[config.mk]
export PLATFORM = sky130hd
export DESIGN_NAME = if_fetch_stage_flat
export DESIGN_NICKNAME = d
export VERILOG_FILES = /design/src/rtl/if_fetch_stage_pkg.sv /design/src/rtl/if_fetch_stage_if.sv /design/src/rtl/if_fetch_stage_if_id_reg.sv /design/src/rtl/if_fetch_stage.sv /design/src/flat_wrapper.sv
export SDC_FILE = /design/constraint.sdc
export NUM_CORES = 1
export LEC_CHECK = 0
export BUFFER_PORTS_ARGS = -buffer_cell sky130_fd_sc_hd__buf_2
export CAP_MARGIN = 20
export CORE_MARGIN = 3
export CORE_UTILIZATION = 59
export CTS_CLUSTER_SIZE = 28
export DETAILED_ROUTE_END_ITERATION = 6
export MAX_ROUTING_LAYER = met4
export PLACE_DENSITY = 0.86
export SLEW_MARGIN = 40
export SYNTH_ARGS = -nofsm -noshare
export SYNTH_HDL_FRONTEND = slang
export SYNTH_SLANG_ARGS = --single-unit
[constraint.sdc]
create_clock -name clk_i -period 3.62 [get_ports clk_i]
set_clock_uncertainty 0.15 [all_clocks]
set_input_delay 0.362 -clock clk_i [delete_from_list [all_inputs] [get_ports clk_i]]
set_output_delay 0.362 -clock clk_i [all_outputs]
set_load 0.01 [all_outputs]
[src/rtl/if_fetch_stage_pkg.sv]
// Shared pipeline definitions for the IF stage: reset/bubble constants, FSM state encoding
// and the IF/ID register bundle.
package if_fetch_stage_pkg;

  localparam logic [31:0] DefaultResetPc  = 32'h0000_3000;
  localparam logic [31:0] DefaultNopInstr = 32'h0000_0000;

  typedef enum logic {
    StFetch = 1'b0,
    StHeld  = 1'b1
  } fetch_state_e;

  typedef struct packed {
    logic [31:0] instr;
    logic [31:0] pc4;
    logic        valid;
    logic        adel;
  } ifid_t;

endpackage

[src/rtl/if_fetch_stage_if.sv]
// Signal bundle around the IF stage: hazard stall, ID redirect, instruction-memory handshake
// and the IF/ID outputs.
//   master : the fetch stage (drives imem_req/imem_addr and ifid_*)
//   slave  : the surroundings (hazard unit, ID stage, instruction memory)
// IF_ALIGN_CHECK_EN adds ifid_adel (address-error flag alongside the IF/ID entry).
interface if_fetch_stage_if;
  logic        stall;
  logic        redir_valid;
  logic [31:0] redir_target;
  logic        imem_req;
  logic [31:0] imem_addr;
  logic        imem_valid;
  logic [31:0] imem_rdata;
  logic [31:0] ifid_instr;
  logic [31:0] ifid_pc4;
  logic        ifid_valid;
`ifdef IF_ALIGN_CHECK_EN
  logic        ifid_adel;
`endif

  modport master (
    input  stall, redir_valid, redir_target, imem_valid, imem_rdata,
`ifdef IF_ALIGN_CHECK_EN
    output ifid_adel,
`endif
    output imem_req, imem_addr, ifid_instr, ifid_pc4, ifid_valid
  );

  modport slave (
    output stall, redir_valid, redir_target, imem_valid, imem_rdata,
`ifdef IF_ALIGN_CHECK_EN
    input  ifid_adel,
`endif
    input  imem_req, imem_addr, ifid_instr, ifid_pc4, ifid_valid
  );
endinterface

[src/rtl/if_fetch_stage_if_id_reg.sv]
// IF/ID pipeline register (the if_id_reg block of the fetch stage).
//   clk_i, rst_ni : clock, asynchronous active-low reset
//   load_i        : capture ifid_i
//   bubble_i      : replace the entry with NOP_INSTR, valid=0, adel=0; pc4 is kept
//   ifid_i/ifid_o : register input / contents
// With neither load_i nor bubble_i the register holds.
module if_fetch_stage_if_id_reg
  import if_fetch_stage_pkg::*;
#(
  parameter logic [31:0] RESET_PC  = DefaultResetPc,
  parameter logic [31:0] NOP_INSTR = DefaultNopInstr
) (
  input  logic  clk_i,
  input  logic  rst_ni,
  input  logic  load_i,
  input  logic  bubble_i,
  input  ifid_t ifid_i,
  output ifid_t ifid_o
);

  ifid_t ifid_q;

  always_ff @(posedge clk_i or negedge rst_ni) begin
    if (!rst_ni) begin
      ifid_q <= '{instr: NOP_INSTR, pc4: RESET_PC, valid: 1'b0, adel: 1'b0};
    end else if (load_i) begin
      ifid_q <= ifid_i;
    end else if (bubble_i) begin
      ifid_q.instr <= NOP_INSTR;
      ifid_q.valid <= 1'b0;
      ifid_q.adel  <= 1'b0;
    end
  end

  assign ifid_o = ifid_q;

endmodule

[src/rtl/if_fetch_stage.sv]
// IF stage of the 5-stage MIPS pipeline: PC register, next-PC select, instruction-memory
// fetch handshake and the IF/ID register. Delay-slot architecture: a redirect never flushes,
// it only replaces the PC that follows the delay slot.
//   clk_i, rst_ni : clock, asynchronous active-low reset
//   bus_io        : if_fetch_stage_if.master (stall, redirect, imem handshake, IF/ID outputs)
// Optional macro IF_ALIGN_CHECK_EN: a misaligned next PC is loaded but not fetched; a NOP
// entry flagged with ifid_adel is delivered and the stage halts until reset. Without it the
// two low bits of the next PC are forced to zero.
module if_fetch_stage
  import if_fetch_stage_pkg::*;
#(
  parameter logic [31:0] RESET_PC  = DefaultResetPc,
  parameter logic [31:0] NOP_INSTR = DefaultNopInstr
) (
  input  logic          clk_i,
  input  logic          rst_ni,
  if_fetch_stage_if.master bus_io
);

  fetch_state_e state_q, state_d;
  logic [31:0]  pc_q, pc_d, pc_plus4, next_pc_raw, next_pc;
  logic [31:0]  pend_target_q, pend_target_d, hold_instr_q, hold_instr_d;
  logic         pend_valid_q, pend_valid_d, req_q, req_d;
  logic         fetch_ack, advance, ifid_load, ifid_bubble;
  ifid_t        ifid_d, ifid_q;
`ifdef IF_ALIGN_CHECK_EN
  logic         misalign_q, misalign_d, halted_q, halted_d;
`endif

  assign pc_plus4    = pc_q + 32'd4;
  assign next_pc_raw = bus_io.redir_valid ? bus_io.redir_target :
                       pend_valid_q       ? pend_target_q       : pc_plus4;
`ifdef IF_ALIGN_CHECK_EN
  assign next_pc = next_pc_raw;
`else
  logic [1:0] unused_next_pc_lo;
  assign next_pc           = {next_pc_raw[31:2], 2'b00};
  assign unused_next_pc_lo = next_pc_raw[1:0];
`endif

  // A response only counts while our request is up; this also drops a response that
  // belongs to a request abandoned by reset.
  assign fetch_ack = req_q & bus_io.imem_valid;

  always_comb begin
    state_d      = state_q;
    hold_instr_d = hold_instr_q;
    advance      = 1'b0;
    ifid_load    = 1'b0;
    ifid_bubble  = 1'b0;
    ifid_d       = '{instr: bus_io.imem_rdata, pc4: pc_plus4, valid: 1'b1, adel: 1'b0};
`ifdef IF_ALIGN_CHECK_EN
    misalign_d   = misalign_q;
    halted_d     = halted_q;
`endif
    unique case (state_q)
      StFetch: begin
`ifdef IF_ALIGN_CHECK_EN
        if (halted_q) begin
          if (!bus_io.stall) ifid_bubble = 1'b1;
        end else if (misalign_q) begin
          if (!bus_io.stall) begin
            ifid_load    = 1'b1;
            ifid_d.instr = NOP_INSTR;
            ifid_d.adel  = 1'b1;
            halted_d     = 1'b1;
          end
        end else
`endif
        if (fetch_ack) begin
          if (!bus_io.stall) begin
            ifid_load = 1'b1;
            advance   = 1'b1;
          end else begin
            hold_instr_d = bus_io.imem_rdata;
            state_d      = StHeld;
          end
        end else if (!bus_io.stall) begin
          ifid_bubble = 1'b1;
        end
      end
      StHeld: begin
        if (!bus_io.stall) begin
          ifid_load    = 1'b1;
          ifid_d.instr = hold_instr_q;
          advance      = 1'b1;
          state_d      = StFetch;
        end
      end
    endcase

`ifdef IF_ALIGN_CHECK_EN
    if (advance && (next_pc[1:0] != 2'b00)) misalign_d = 1'b1;
`endif

    pc_d = advance ? next_pc : pc_q;

    // A redirect seen while the PC cannot move is parked until the next advance.
    pend_valid_d  = pend_valid_q;
    pend_target_d = pend_target_q;
    if (advance) begin
      pend_valid_d = 1'b0;
    end else if (bus_io.redir_valid) begin
      pend_valid_d  = 1'b1;
      pend_target_d = bus_io.redir_target;
    end

    req_d = (state_d == StFetch);
`ifdef IF_ALIGN_CHECK_EN
    if (misalign_d || halted_d) req_d = 1'b0;
`endif
  end

  always_ff @(posedge clk_i or negedge rst_ni) begin
    if (!rst_ni) begin
      state_q       <= StFetch;
      pc_q          <= RESET_PC;
      pend_valid_q  <= 1'b0;
      pend_target_q <= '0;
      hold_instr_q  <= NOP_INSTR;
      req_q         <= 1'b0;
`ifdef IF_ALIGN_CHECK_EN
      misalign_q    <= 1'b0;
      halted_q      <= 1'b0;
`endif
    end else begin
      state_q       <= state_d;
      pc_q          <= pc_d;
      pend_valid_q  <= pend_valid_d;
      pend_target_q <= pend_target_d;
      hold_instr_q  <= hold_instr_d;
      req_q         <= req_d;
`ifdef IF_ALIGN_CHECK_EN
      misalign_q    <= misalign_d;
      halted_q      <= halted_d;
`endif
    end
  end

  if_fetch_stage_if_id_reg #(
    .RESET_PC  (RESET_PC),
    .NOP_INSTR (NOP_INSTR)
  ) u_if_id_reg (
    .clk_i    (clk_i),
    .rst_ni   (rst_ni),
    .load_i   (ifid_load),
    .bubble_i (ifid_bubble),
    .ifid_i   (ifid_d),
    .ifid_o   (ifid_q)
  );

  assign bus_io.imem_req   = req_q;
  assign bus_io.imem_addr  = pc_q;
  assign bus_io.ifid_instr = ifid_q.instr;
  assign bus_io.ifid_pc4   = ifid_q.pc4;
  assign bus_io.ifid_valid = ifid_q.valid;
`ifdef IF_ALIGN_CHECK_EN
  assign bus_io.ifid_adel  = ifid_q.adel;
`else
  logic unused_adel;
  assign unused_adel = ifid_q.adel;
`endif

endmodule

[src/flat_wrapper.sv]
// flat-port wrapper written by rule: the top's interface ports become plain ports
module if_fetch_stage_flat import if_fetch_stage_pkg::*;
#(
  parameter logic [31:0] RESET_PC  = DefaultResetPc,
  parameter logic [31:0] NOP_INSTR = DefaultNopInstr
)
  (clk_i, rst_ni, bus_io_stall, bus_io_redir_valid, bus_io_redir_target, bus_io_imem_valid, bus_io_imem_rdata, bus_io_imem_req, bus_io_imem_addr, bus_io_ifid_instr, bus_io_ifid_pc4, bus_io_ifid_valid);
  if_fetch_stage_if bus_io_i ();
  input  logic clk_i;
  input  logic rst_ni;
  input wire logic [$bits(bus_io_i.stall)-1:0] bus_io_stall;
  input wire logic [$bits(bus_io_i.redir_valid)-1:0] bus_io_redir_valid;
  input wire logic [$bits(bus_io_i.redir_target)-1:0] bus_io_redir_target;
  input wire logic [$bits(bus_io_i.imem_valid)-1:0] bus_io_imem_valid;
  input wire logic [$bits(bus_io_i.imem_rdata)-1:0] bus_io_imem_rdata;
  output wire logic [$bits(bus_io_i.imem_req)-1:0] bus_io_imem_req;
  output wire logic [$bits(bus_io_i.imem_addr)-1:0] bus_io_imem_addr;
  output wire logic [$bits(bus_io_i.ifid_instr)-1:0] bus_io_ifid_instr;
  output wire logic [$bits(bus_io_i.ifid_pc4)-1:0] bus_io_ifid_pc4;
  output wire logic [$bits(bus_io_i.ifid_valid)-1:0] bus_io_ifid_valid;
  assign bus_io_i.stall = bus_io_stall;
  assign bus_io_i.redir_valid = bus_io_redir_valid;
  assign bus_io_i.redir_target = bus_io_redir_target;
  assign bus_io_i.imem_valid = bus_io_imem_valid;
  assign bus_io_i.imem_rdata = bus_io_imem_rdata;
  assign bus_io_imem_req = bus_io_i.imem_req;
  assign bus_io_imem_addr = bus_io_i.imem_addr;
  assign bus_io_ifid_instr = bus_io_i.ifid_instr;
  assign bus_io_ifid_pc4 = bus_io_i.ifid_pc4;
  assign bus_io_ifid_valid = bus_io_i.ifid_valid;
  if_fetch_stage #(.RESET_PC(RESET_PC), .NOP_INSTR(NOP_INSTR)) u_core (.clk_i(clk_i), .rst_ni(rst_ni), .bus_io(bus_io_i));
endmodule
==> results of run 1 <==
[kinds of logic (layout without fill, tap and decap cells)]
group,after synthesis,in the layout,synth area share
AO/OA/AOI/OAI,196,196,0.155
XOR/XNOR,27,27,0.0318
adder cells (fa/ha/maj),1,1,0.00168
buffers and inverters,60,217,0.0336
flip-flops,158,158,0.532
multiplexers,68,68,0.102
other,1,4,0.000504
AND/OR/NAND/NOR,219,219,0.144
[critical path: stages (launching register included)]
cell and delay, ps:
dfrtp_1 530, nand4_1 390, nor4_1 750, nand4_1 260, o31a_1 290, o22ai_1 140
[cell type report]
cell class / instances / area (um^2)
sequential: 158 / 3960
multi-input combinational: 515 / 3260
fill: 893 / 3120
timing repair buffer: 177 / 952
clock buffer: 26 / 529
tap: 168 / 210
clock inverter: 5 / 100
inverter: 9 / 33.8
[through the flow]
step / hold slack [ps] / cells / power [uW]
2_1_floorplan: -83.6 / 733 / 3120
3_3_place_gp: 306 / 1026 / 3590
3_5_place_dp: 315 / 1026 / 3650
4_1_cts: 21.9 / 1058 / 5530
5_1_grt: 23.1 / 1058 / 5790
6_report: 30.6 / 1058 / 5510
[final timing paths]
kind                                                      end  depth (start not counted)
worst min-delay path                  u_core.hold_instr_q[16]                          2
worst max register to register    u_core.bus_io.imem_addr[29]                          5
worst min register to register  u_core.u_if_id_reg.ifid_o[31]                          2
max in group asynchronous         u_core.bus_io.imem_addr[12]                          3
worst max-delay path              u_core.bus_io.imem_addr[29]                          5
min in group asynchronous       u_core.u_if_id_reg.ifid_o[26]                          2
[where the power goes]
part | internal, uW | switching, uW | total (uW) | leakage, uW
Clock | 1210 | 668 | 1880 | 0.000312
Combinational | 537 | 647 | 1180 | 0.00193
Sequential | 2140 | 316 | 2450 | 0.00193
Total | 3880 | 1630 | 5510 | 0.00417
[metal layers]
layer,global-route usage,vias up,share of wire
met2,0.448,242,0.50
met3,0.0737,31,0.070
met4,0.0879,0,0.018
met5,-,-,0
li1,-,2854,-
met1,0.350,3015,0.42
[state kept, by name (all words and copies together) (netlist names)]
signal                     count
u_core.u_if_id_reg.ifid_o     63
u_core.hold_instr_q           32
u_core.bus_io.imem_addr       30
u_core.pend_target_q          30
u_core.bus_io.imem_req         1
u_core.pend_valid_q            1
u_core.state_q                 1
[cells in the mapped netlist, types with 3 or more instances]
library cell,count
inv_1,9
clkbuf_1,41
a22o_1,5
buf_4,4
nor4_1,4
and3_1,6
xnor2_1,15
nand2_1,108
xor2_1,12
a22oi_1,4
a222oi_1,5
mux2_2,62
nor2b_1,32
a2bb2oi_1,3
mux2i_1,6
a21oi_1,60
nor2_1,26
dfrtp_1,154
o2bb2ai_1,8
nand3_1,11
nor3_2,4
o22ai_1,5
o31a_1,5
nor3_1,5
buf_1,3
o21a_1,3
nand4_1,6
or2_2,3
dfstp_2,4
o21ai_0,81
or3_1,3
o21ai_1,4
[timing repair]
action / 4_1_cts / 5_1_grt
setup buffers: 0 / 0
setup endpoints to repair: 0 / 0
hold buffers: 1 / 0
hold endpoints to repair: 85 / 0
==> metrics.csv, run 1 <==
stage,metric,value,unit
status,status,"complete, no violations",
place,GP Congestion,0.847,
global_routing,GRT overflow,0,
route,vias,6142,
clock_network,Worst-path clk slew,60,ps
die,initial core utilization,0.612,
yosys,most common flop cell mapped by yosys,dfrtp_1,
timing,Final Setup Violations,0,
finish,share of layout cells above drive strength 1,0.320,
place,post-DP HPWL,12400,um
yosys,sequential fraction of the synthesis area,0.532,
die,Chip Width,118,um
timing,Fin. Hold Viols,0,
setup_path,r2r startpoint,u_core.bus_io.imem_addr[4],
setup_path,Critical Path Start Type,flip-flop,
finish,Nets,948,
global_routing,vias in the first global route,6005,
route,via density per instance,5.81,
global_routing,first-pass GRT wire length,30300,um
yosys,Post-Synthesis Cells,730,
worst_hold_path,Hold WC Path Type,in2reg,
clock_network,root buffer cell,clkbuf_16,
route,initial DRC count,492,
finish,"Core Util, Final",0.744,
timing,minimum clock period,2600,ps
place,Post-DP Area,8400,um^2
die,core area,12200,um^2
yosys,mapped cell area,7440,um^2
worst_hold_path,min-delay src,bus_io_imem_rdata[16],
finish,# diodes,0,
finish,post-route cell area,9040,um^2
finish,"commonest non-fill, non-tap cells in the layout","159 x buf_2, 154 x dfrtp_1, 108 x nand2_1",
global_routing,pin count of the biggest net entering global routing,126,
timing,fmax,385,MHz
timing,slew at the pin closest to its max-slew limit,838,ps
setup_path,Worst Setup SP,u_core.bus_io.imem_addr[4],
setup_path,critical path class,reg2reg,
timing,Pins Over Slew Limit,0,
job,Max Cap Viol,0,
timing,unrepaired setup endpoints after global routing,false,
clock_network,CTS tree,yes,
yosys,cell taking the most area after synthesis,dfrtp_1,
yosys,Yosys reg bits,158,
route,post-route antenna net violation count,0,
clock_network,clock buffer count from CTS,17,
setup_path,critical path required time,3810,ps
timing,final setup TNS,0,ps
die,die area,14000,um^2
timing,Slew HR,0.436,
timing,fin worst setup slack,1020,ps
die,Site Rows,40,
yosys,async set or reset register ratio after synthesis,1.00,
route,DRC viols,0,
route,Routed WL,18700,um
clock_network,Worst-Skew Late Latency,420,ps
route,1st-pass router iterations,5,
yosys,synth unique cells,55,
die,Die Ht,118,um
place,Port-buffer cells,160,
finish,"commonest non-fill, non-tap cell in the layout",buf_2,
die,# IOs,167,
global_routing,Total GRT Usage,0.279,
clock_network,clk buf depth,2,
setup_path,CP arrival,2790,ps
yosys,"EDFF count, synth",0,
setup_path,Crit Path Max Fanout,9,
finish,area grow syn2layout,21.5,%
setup_path,"setup slack, reg-to-reg",1020,ps
yosys,Synth Warn #,0,
route,wire per inst,17.7,um
yosys,ranking of synthesized cells by area,"dfrtp_1 52%, mux2_2 9.4%, nand2_1 5.4%",
pwr,Cell Pwr Density,610,nW/um^2
pwr,peak supply drop,0.000512,V
clock_network,CTS Sinks,158,
clock_network,Post-CTS Resized,0,
yosys,Syn Area/Cell,10.2,um^2
global_routing,antenna violations before repair,0,
place,pre-CTS WS,1120,ps
timing,Final period util,0.718,
setup_path,Worst setup EP type,flip-flop,
clock_network,# H-tree levels,4,
pwr,LEAKAGE,0.00417,uW
yosys,post-synth top area share,0.518,
(Power assumes the default switching activity.)
==> inputs of run 2 (changes only) <==
ABC_AREA = 1   (was unset)
CORE_UTILIZATION = 50   (was 59)
PLACE_DENSITY = 0.77   (was 0.86)
clock period = 2.3 ns   (was 3.62 ns; I/O delays follow)
==> run 2 against run 1 <==
Effect of this change:
- combinational power rose by 83%
- sequential cell count unchanged
- non-clock buffer count up 59
- die area up 24%
- fmax up 29%
- count of clock-buffer cells in the layout is 6 lower
- critical path type unchanged
- largest cell class unchanged
- highest routed layer unchanged
==> metrics.csv, run 2 <==
stage,metric,value,unit,change
clock_network,CTS Hold Buffers Added,63,,+62
global_routing,Total GRT Usage,0.253,,-0.0261
yosys,"EDFF count, synth",0,,unchanged
pwr,Final Power,8960,uW,+63%
setup_path,Crit Path Max Fanout,6,,-3
timing,fin worst setup slack,294,ps,-728 ps
status,status,"complete, no violations",,
timing,Final Setup Violations,0,,unchanged
route,post-route antenna net violation count,0,,unchanged
yosys,synth unique cells,29,,-47%
clock_network,Worst-Skew Late Latency,430,ps,about the same
timing,Final period util,0.872,,+0.155
timing,fmax,498,MHz,+29%
timing,minimum clock period,2010,ps,-592 ps
route,vias,7555,,+23%
worst_hold_path,Hold WC Path Type,in2reg,,
global_routing,GRT overflow,0,,unchanged
setup_path,Crit path top cell by count,nand2_1,,
yosys,ranking of synthesized cells by area,"dfrtp_1 49%, nand2_1 11%, o21ai_0 9.3%",,
timing,final setup TNS,0,ps,unchanged
clock_network,postcts setup bufs,0,,unchanged
pwr,peak supply drop,0.000610,V,+19%
route,initial DRC count,690,,+40%
finish,"commonest non-fill, non-tap cell in the layout",nand2_1,,
yosys,synth cell count leaders,"237 x nand2_1, 154 x dfrtp_1, 148 x nor2_1",,
route,Routed WL,21200,um,+13%
clock_network,root buffer cell,clkbuf_16,,
die,Die Ht,132,um,+11%
yosys,most numerous cell in the Yosys netlist,nand2_1,,
finish,"Core Util, Final",0.661,,-0.0825
timing,slew at the pin closest to its max-slew limit,645,ps,-193 ps
pwr,Cell Pwr Density,885,nW/um^2,+45%
global_routing,antenna violations before repair,1,,+1
setup_path,r2r startpoint,u_core.bus_io.imem_addr[2],,
place,post-DP HPWL,13700,um,+9.8%
place,Port-buffer cells,160,,unchanged
timing,Slew HR,0.570,,+0.134
yosys,sequential fraction of the synthesis area,0.502,,-0.0293
clock_network,# H-tree levels,4,,unchanged
yosys,Syn Area/Cell,7.85,um^2,-23%
clock_network,Worst-path clk slew,70,ps,about the same
finish,max FFs per register,63,,unchanged
pwr,P_int,6090,uW,+57%
route,wire per inst,14.9,um,-16%
setup_path,slowest CP cell,dfrtp_1,,
die,Chip Width,132,um,+11%
finish,area grow syn2layout,28.5,%,
finish,Nets,1273,,+34%
finish,share of layout cells above drive strength 1,0.203,,-0.117
pwr,Comb pwr share,0.241,,+0.026
clock_network,clk buf depth,2,,unchanged
timing,unrepaired setup endpoints after global routing,false,,
global_routing,vias in the first global route,7166,,+19%
yosys,Synth Warn #,0,,unchanged
timing,Pins Over Slew Limit,0,,unchanged
worst_hold_path,min-delay src,bus_io_imem_valid,,
setup_path,critical path class,reg2reg,,
route,1st-pass router iterations,6,,+1
place,GP Congestion,0.890,,+5.1%
setup_path,CP bufs+invs,0,,unchanged
clock_network,Post-CTS Resized,0,,unchanged
setup_path,Worst Setup SP,u_core.bus_io.imem_addr[2],,
yosys,post-synth top area share,0.489,,-0.0285
pwr,sw frac,0.321,,+0.0249
pwr,Flop pwr share,0.418,,-0.027
setup_path,CP arrival,2210,ps,-580 ps
yosys,Yosys reg bits,158,,unchanged
die,core area,15300,um^2,+26%
setup_path,Worst setup EP type,flip-flop,,
setup_path,Critical Path Start Type,flip-flop,,
yosys,most common flop cell mapped by yosys,dfrtp_1,,
job,Max Cap Viol,0,,unchanged
setup_path,"CP delay by family, top",simple AND/OR/NAND/NOR gates,,
die,die area,17300,um^2,+24%
finish,"commonest non-fill, non-tap cells in the layout","237 x nand2_1, 159 x buf_2, 154 x dfrtp_1",,
die,# IOs,167,,unchanged
setup_path,CP max stage delay,460,ps,-290 ps
route,DRC viols,0,,unchanged
route,via density per instance,5.29,,-8.9%
place,pre-CTS WS,369,ps,-750 ps
die,Site Rows,45,,+13%
pwr,LEAKAGE,0.00484,uW,+16%
timing,Hold WS,27.0,ps,-3.61 ps
yosys,async set or reset register ratio after synthesis,1.00,,unchanged
timing,Fin. Hold Viols,0,,unchanged
die,initial core utilization,0.514,,-0.0977
setup_path,critical path required time,2500,ps,-1310 ps
pwr,Clk pwr share,0.341,,about the same
global_routing,first-pass GRT wire length,35000,um,+15%
yosys,Post-Synthesis Cells,1004,,+38%
setup_path,crit-path cells,"ha_1, nand2_1, nor2_2, nand2_1, nor2_1, nand3_1, nand3_1, nand2_1, a21oi_1",,
global_routing,pin count of the biggest net entering global routing,99,,-21%
yosys,mapped cell area,7880,um^2,+5.8%
clock_network,CTS tree,yes,,
finish,Filler cells,1300,,+46%
pwr,P_sw,2870,uW,+76%
clock_network,clock buffer count from CTS,17,,unchanged
yosys,cell taking the most area after synthesis,dfrtp_1,,
clock_network,CTS Sinks,158,,unchanged
[run 2: cell count changes after synthesis, sizes merged, moves of 13 or more]
cell,change
nand2,+135
nor2,+130
o21ai,+76
inv,+70
mux2,-37
nor2b,-32
buf,+24
nand3,+21
a31oi,+17
clkbuf,-16
xnor2,-13
[run 2: per-layer routing]
metal,vias up,GRT usage,routed length [um]
li1,3639,-,-
met1,3605,0.325,9060
met2,273,0.399,10200
met3,38,0.0570,1430
met4,0,0.0887,502
met5,-,-,0
[run 2: stage by stage]
| stage | cell area, um^2 | instances |
|---|---|---|
| after CTS | 10100 | 1427 |
| after global routing | 10100 | 1428 |
| after global placement | 8850 | 1332 |
| after floorplan | 7890 | 1007 |
| final | 10100 | 1428 |
| after detailed placement | 8850 | 1332 |
[run 2: cell families (layout without fill, tap and decap cells)]
group / after synthesis / count (layout) / synth area share
flops: 158 / 158 / 0.502
compound gates: 238 / 238 / 0.157
fa+ha+maj: 1 / 1 / 0.00159
xor+xnor: 9 / 9 / 0.0100
simple gates: 433 / 433 / 0.219
buf+inv: 139 / 348 / 0.0738
other cells: 1 / 5 / 0.000476
mux: 25 / 25 / 0.0357
[run 2: worst register-to-register path, cell delays in order (launching register included)]
cell and delay [ps]:
dfrtp_1 460, ha_1 270, nand2_1 80, nor2_2 150
nand2_1 100, nor2_1 260, nand3_1 150, nand3_1 130
nand2_1 70, a21oi_1 120
[run 2: cell type report]
type | instances | area [um^2] | area share
well taps | 211 | 264 | 0.0261
flip-flops and latches | 158 | 3960 | 0.391
clock inverters | 12 | 184 | 0.0182
inverters | 80 | 300 | 0.0297
diodes | 1 | 2.50 | 0.000247
multi-input cells | 710 | 3360 | 0.332
clock buffers | 20 | 457 | 0.0451
repair buffers | 236 | 1600 | 0.158
[run 2: final timing paths]
| kind | slack, ps | cells after the start | endpoint |
|---|---|---|---|
| hold / removal | 30 | 4 | u_core.bus_io.imem_req |
| setup reg to reg | 290 | 9 | u_core.bus_io.imem_addr[24] |
| max in group asynchronous | 1190 | 3 | u_core.u_if_id_reg.ifid_o[39] |
| min in group asynchronous | 120 | 2 | u_core.u_if_id_reg.ifid_o[7] |
| hold reg to reg | 320 | 2 | u_core.u_if_id_reg.ifid_o[15] |
| setup / recovery | 290 | 9 | u_core.bus_io.imem_addr[24] |
[run 2: power by group through the flow]
stage / registers [uW] / logic [uW] / clock network (uW)
2_1_floorplan: 3860 / 1130 / 0
3_3_place_gp: 3760 / 2010 / 0
3_5_place_dp: 3780 / 2060 / 0
4_1_cts: 3740 / 2160 / 3080
5_1_grt: 3820 / 2430 / 3210
6_report: 3750 / 2160 / 3050
==> inputs of run 3 (changes only) <==
BUFFER_PORTS_ARGS = unset   (was -buffer_cell sky130_fd_sc_hd__buf_2)
CORE_UTILIZATION = 58   (was 50)
DONT_BUFFER_PORTS = 1   (was unset)
PLACE_DENSITY = 0.76   (was 0.77)
==> run 3 against run 2 <==
Effect of this change:
- the run now ends with design-rule violations, negative hold slack left
- cell area shrank 9.0%
- sequential power grew 6.4%
- fmax shrank 2.1%
- global-route usage grew 2.2 points
- worst setup slack lost 43 ps
- largest power group unchanged
- utilization grew 5.2 points
==> metrics.csv, run 3 (same netlist as run 2, synthesis figures left out) <==
stage,metric,value,unit,change
job,Max Cap Viol,0,,unchanged
setup_path,"setup slack, reg-to-reg",250,ps,-40 ps
timing,slew at the pin closest to its max-slew limit,625,ps,-20.3 ps
place,Port-buffer cells,0,,-100%
timing,Fin. Hold Viols,158,,+158
clock_network,clock buffer count from CTS,17,,unchanged
place,pre-CTS WS,336,ps,-32.9 ps
finish,"Core Util, Final",0.713,,+0.0515
die,initial core utilization,0.609,,+0.0950
setup_path,CP arrival,2250,ps,+40 ps
setup_path,Worst Setup SP,u_core.bus_io.imem_addr[2],,
timing,unrepaired setup endpoints after global routing,false,,
finish,area grow syn2layout,16.9,%,
route,wire per inst,16.1,um,+8.4%
pwr,Final Power,8370,uW,-6.6%
setup_path,critical path required time,2500,ps,about the same
die,Die Ht,123,um,-6.8%
setup_path,Crit path top cell by count,nand2_1,,
global_routing,Total GRT Usage,0.275,,+0.0219
finish,"commonest non-fill, non-tap cells in the layout","237 x nand2_1, 154 x dfrtp_1, 147 x o21ai_0, 147 x nor2_1, 77 x inv_1",,
setup_path,Worst setup EP type,flip-flop,,
global_routing,GRT overflow,0,,unchanged
worst_hold_path,Hold WC Path Type,in2async,,
status,failing checks,"design-rule violations, negative hold slack",,
pwr,LEAKAGE,0.00418,uW,-14%
die,core area,12900,um^2,-16%
die,die area,15000,um^2,-13%
route,vias,6930,,-8.3%
timing,minimum clock period,2050,ps,+42.7 ps
clock_network,CTS Hold Buffers Added,65,,+3.2%
route,1st-pass router iterations,7,,+1
route,Routed WL,19700,um,-7.0%
place,GP Congestion,0.913,,+2.6%
setup_path,Critical Path Start Type,flip-flop,,
global_routing,antenna violations before repair,0,,-1
global_routing,first-pass GRT wire length,31700,um,-9.5%
finish,# diodes,0,,-1
finish,"commonest non-fill, non-tap cell in the layout",nand2_1,,
place,post-DP HPWL,12000,um,-12%
timing,Final Setup Violations,0,,unchanged
finish,Filler cells,999,,-23%
global_routing,pin count of the biggest net entering global routing,159,,+61%
timing,Slew HR,0.584,,+0.0136
route,DRC viols,8,,+8
setup_path,crit-path cells,"ha_1, nand2_1, nor2_2, nand2_1, nor2_1, nand3_1, nand3_1, nand2_1, a21oi_1",,
clock_network,CTS Sinks,158,,unchanged
timing,fin worst setup slack,251,ps,-42.7 ps
setup_path,CP max stage delay,490,ps,+30 ps
clock_network,CTS tree,yes,,
finish,max FFs per register,63,,unchanged
clock_network,# H-tree levels,4,,unchanged
status,status,"complete, but fails checks",,
pwr,peak supply drop,0.000471,V,-23%
pwr,Cell Pwr Density,909,nW/um^2,+2.7%
setup_path,Crit Path Max Fanout,6,,unchanged
timing,fmax,488,MHz,-2.1%
clock_network,root buffer cell,clkbuf_16,,
timing,Hold WS,-646,ps,-673 ps
finish,share of layout cells above drive strength 1,0.0788,,-0.124
clock_network,Worst-path clk slew,70,ps,about the same
die,Site Rows,41,,-8.9%
global_routing,vias in the first global route,6481,,-9.6%
setup_path,critical path class,reg2reg,,
setup_path,slowest CP cell,dfrtp_1,,
setup_path,r2r startpoint,u_core.bus_io.imem_addr[2],,
setup_path,"CP delay by family, top",simple AND/OR/NAND/NOR gates,,
finish,final non-filler cell total,1225,,-14%
die,# IOs,167,,unchanged
clock_network,Worst-Skew Late Latency,420,ps,about the same
route,post-route antenna net violation count,0,,unchanged
die,Chip Width,123,um,-6.8%
setup_path,CP bufs+invs,0,,unchanged
place,dpl cells,1128,,-15%
clock_network,clk buf depth,2,,unchanged
timing,final setup TNS,0,ps,unchanged
clock_network,Post-CTS Resized,0,,unchanged
route,via density per instance,5.66,,+6.9%
finish,Nets,1110,,-13%
route,initial DRC count,502,,-27%
timing,Final period util,0.891,,+0.0185
timing,Pins Over Slew Limit,0,,unchanged
-- run 3: layout make-up --
cell class | count | area [um^2] | share of cell area
Timing Repair Buffer | 73 | 771 | 0.0837
Multi-Input combinational cell | 710 | 3360 | 0.364
Clock inverter | 10 | 136 | 0.0148
Sequential cell | 158 | 3960 | 0.430
Tap cell | 172 | 215 | 0.0234
Inverter | 80 | 300 | 0.0326
Clock buffer | 22 | 474 | 0.0515
-- run 3: stage by stage --
stage          cell area (um^2)  hold WS (ps)
2_1_floorplan              7890          -216
3_3_place_gp               7920          -212
3_5_place_dp               7920          -212
4_1_cts                    9210          -664
5_1_grt                    9210          -675
6_report                   9210          -646
-- run 3: worst paths after layout --
path                            cells after the start                            end
worst max-delay path                                9    u_core.bus_io.imem_addr[24]
worst min-delay path                                0        u_core.hold_instr_q[21]
worst max register to register                      9    u_core.bus_io.imem_addr[24]
worst min register to register                      1       u_core.pend_target_q[22]
max in group asynchronous                           0         u_core.hold_instr_q[2]
min in group clk_i                                  3  u_core.u_if_id_reg.ifid_o[55]
-- run 3: power breakdown --
| group | switching, uW | internal, uW | total [uW] | leakage, uW |
|---|---|---|---|---|
| combinational | 902 | 591 | 1490 | 0.00199 |
| clock | 1100 | 1790 | 2890 | 0.000304 |
| sequential | 644 | 3340 | 3990 | 0.00188 |
-- run 3: layer usage --
layer,global-route usage,wire [um],up-vias
met5,-,0,-
met4,0.118,544,0
li1,-,-,3316
met1,0.350,8340,3298
met3,0.0654,1560,47
met2,0.425,9280,269
-- run 3: what timing repair did --
action / in CTS / in global routing
setup buffers: 0 / 0
endpoints found under the setup margin: 0 / 0
hold endpoints to repair: 286 / 158
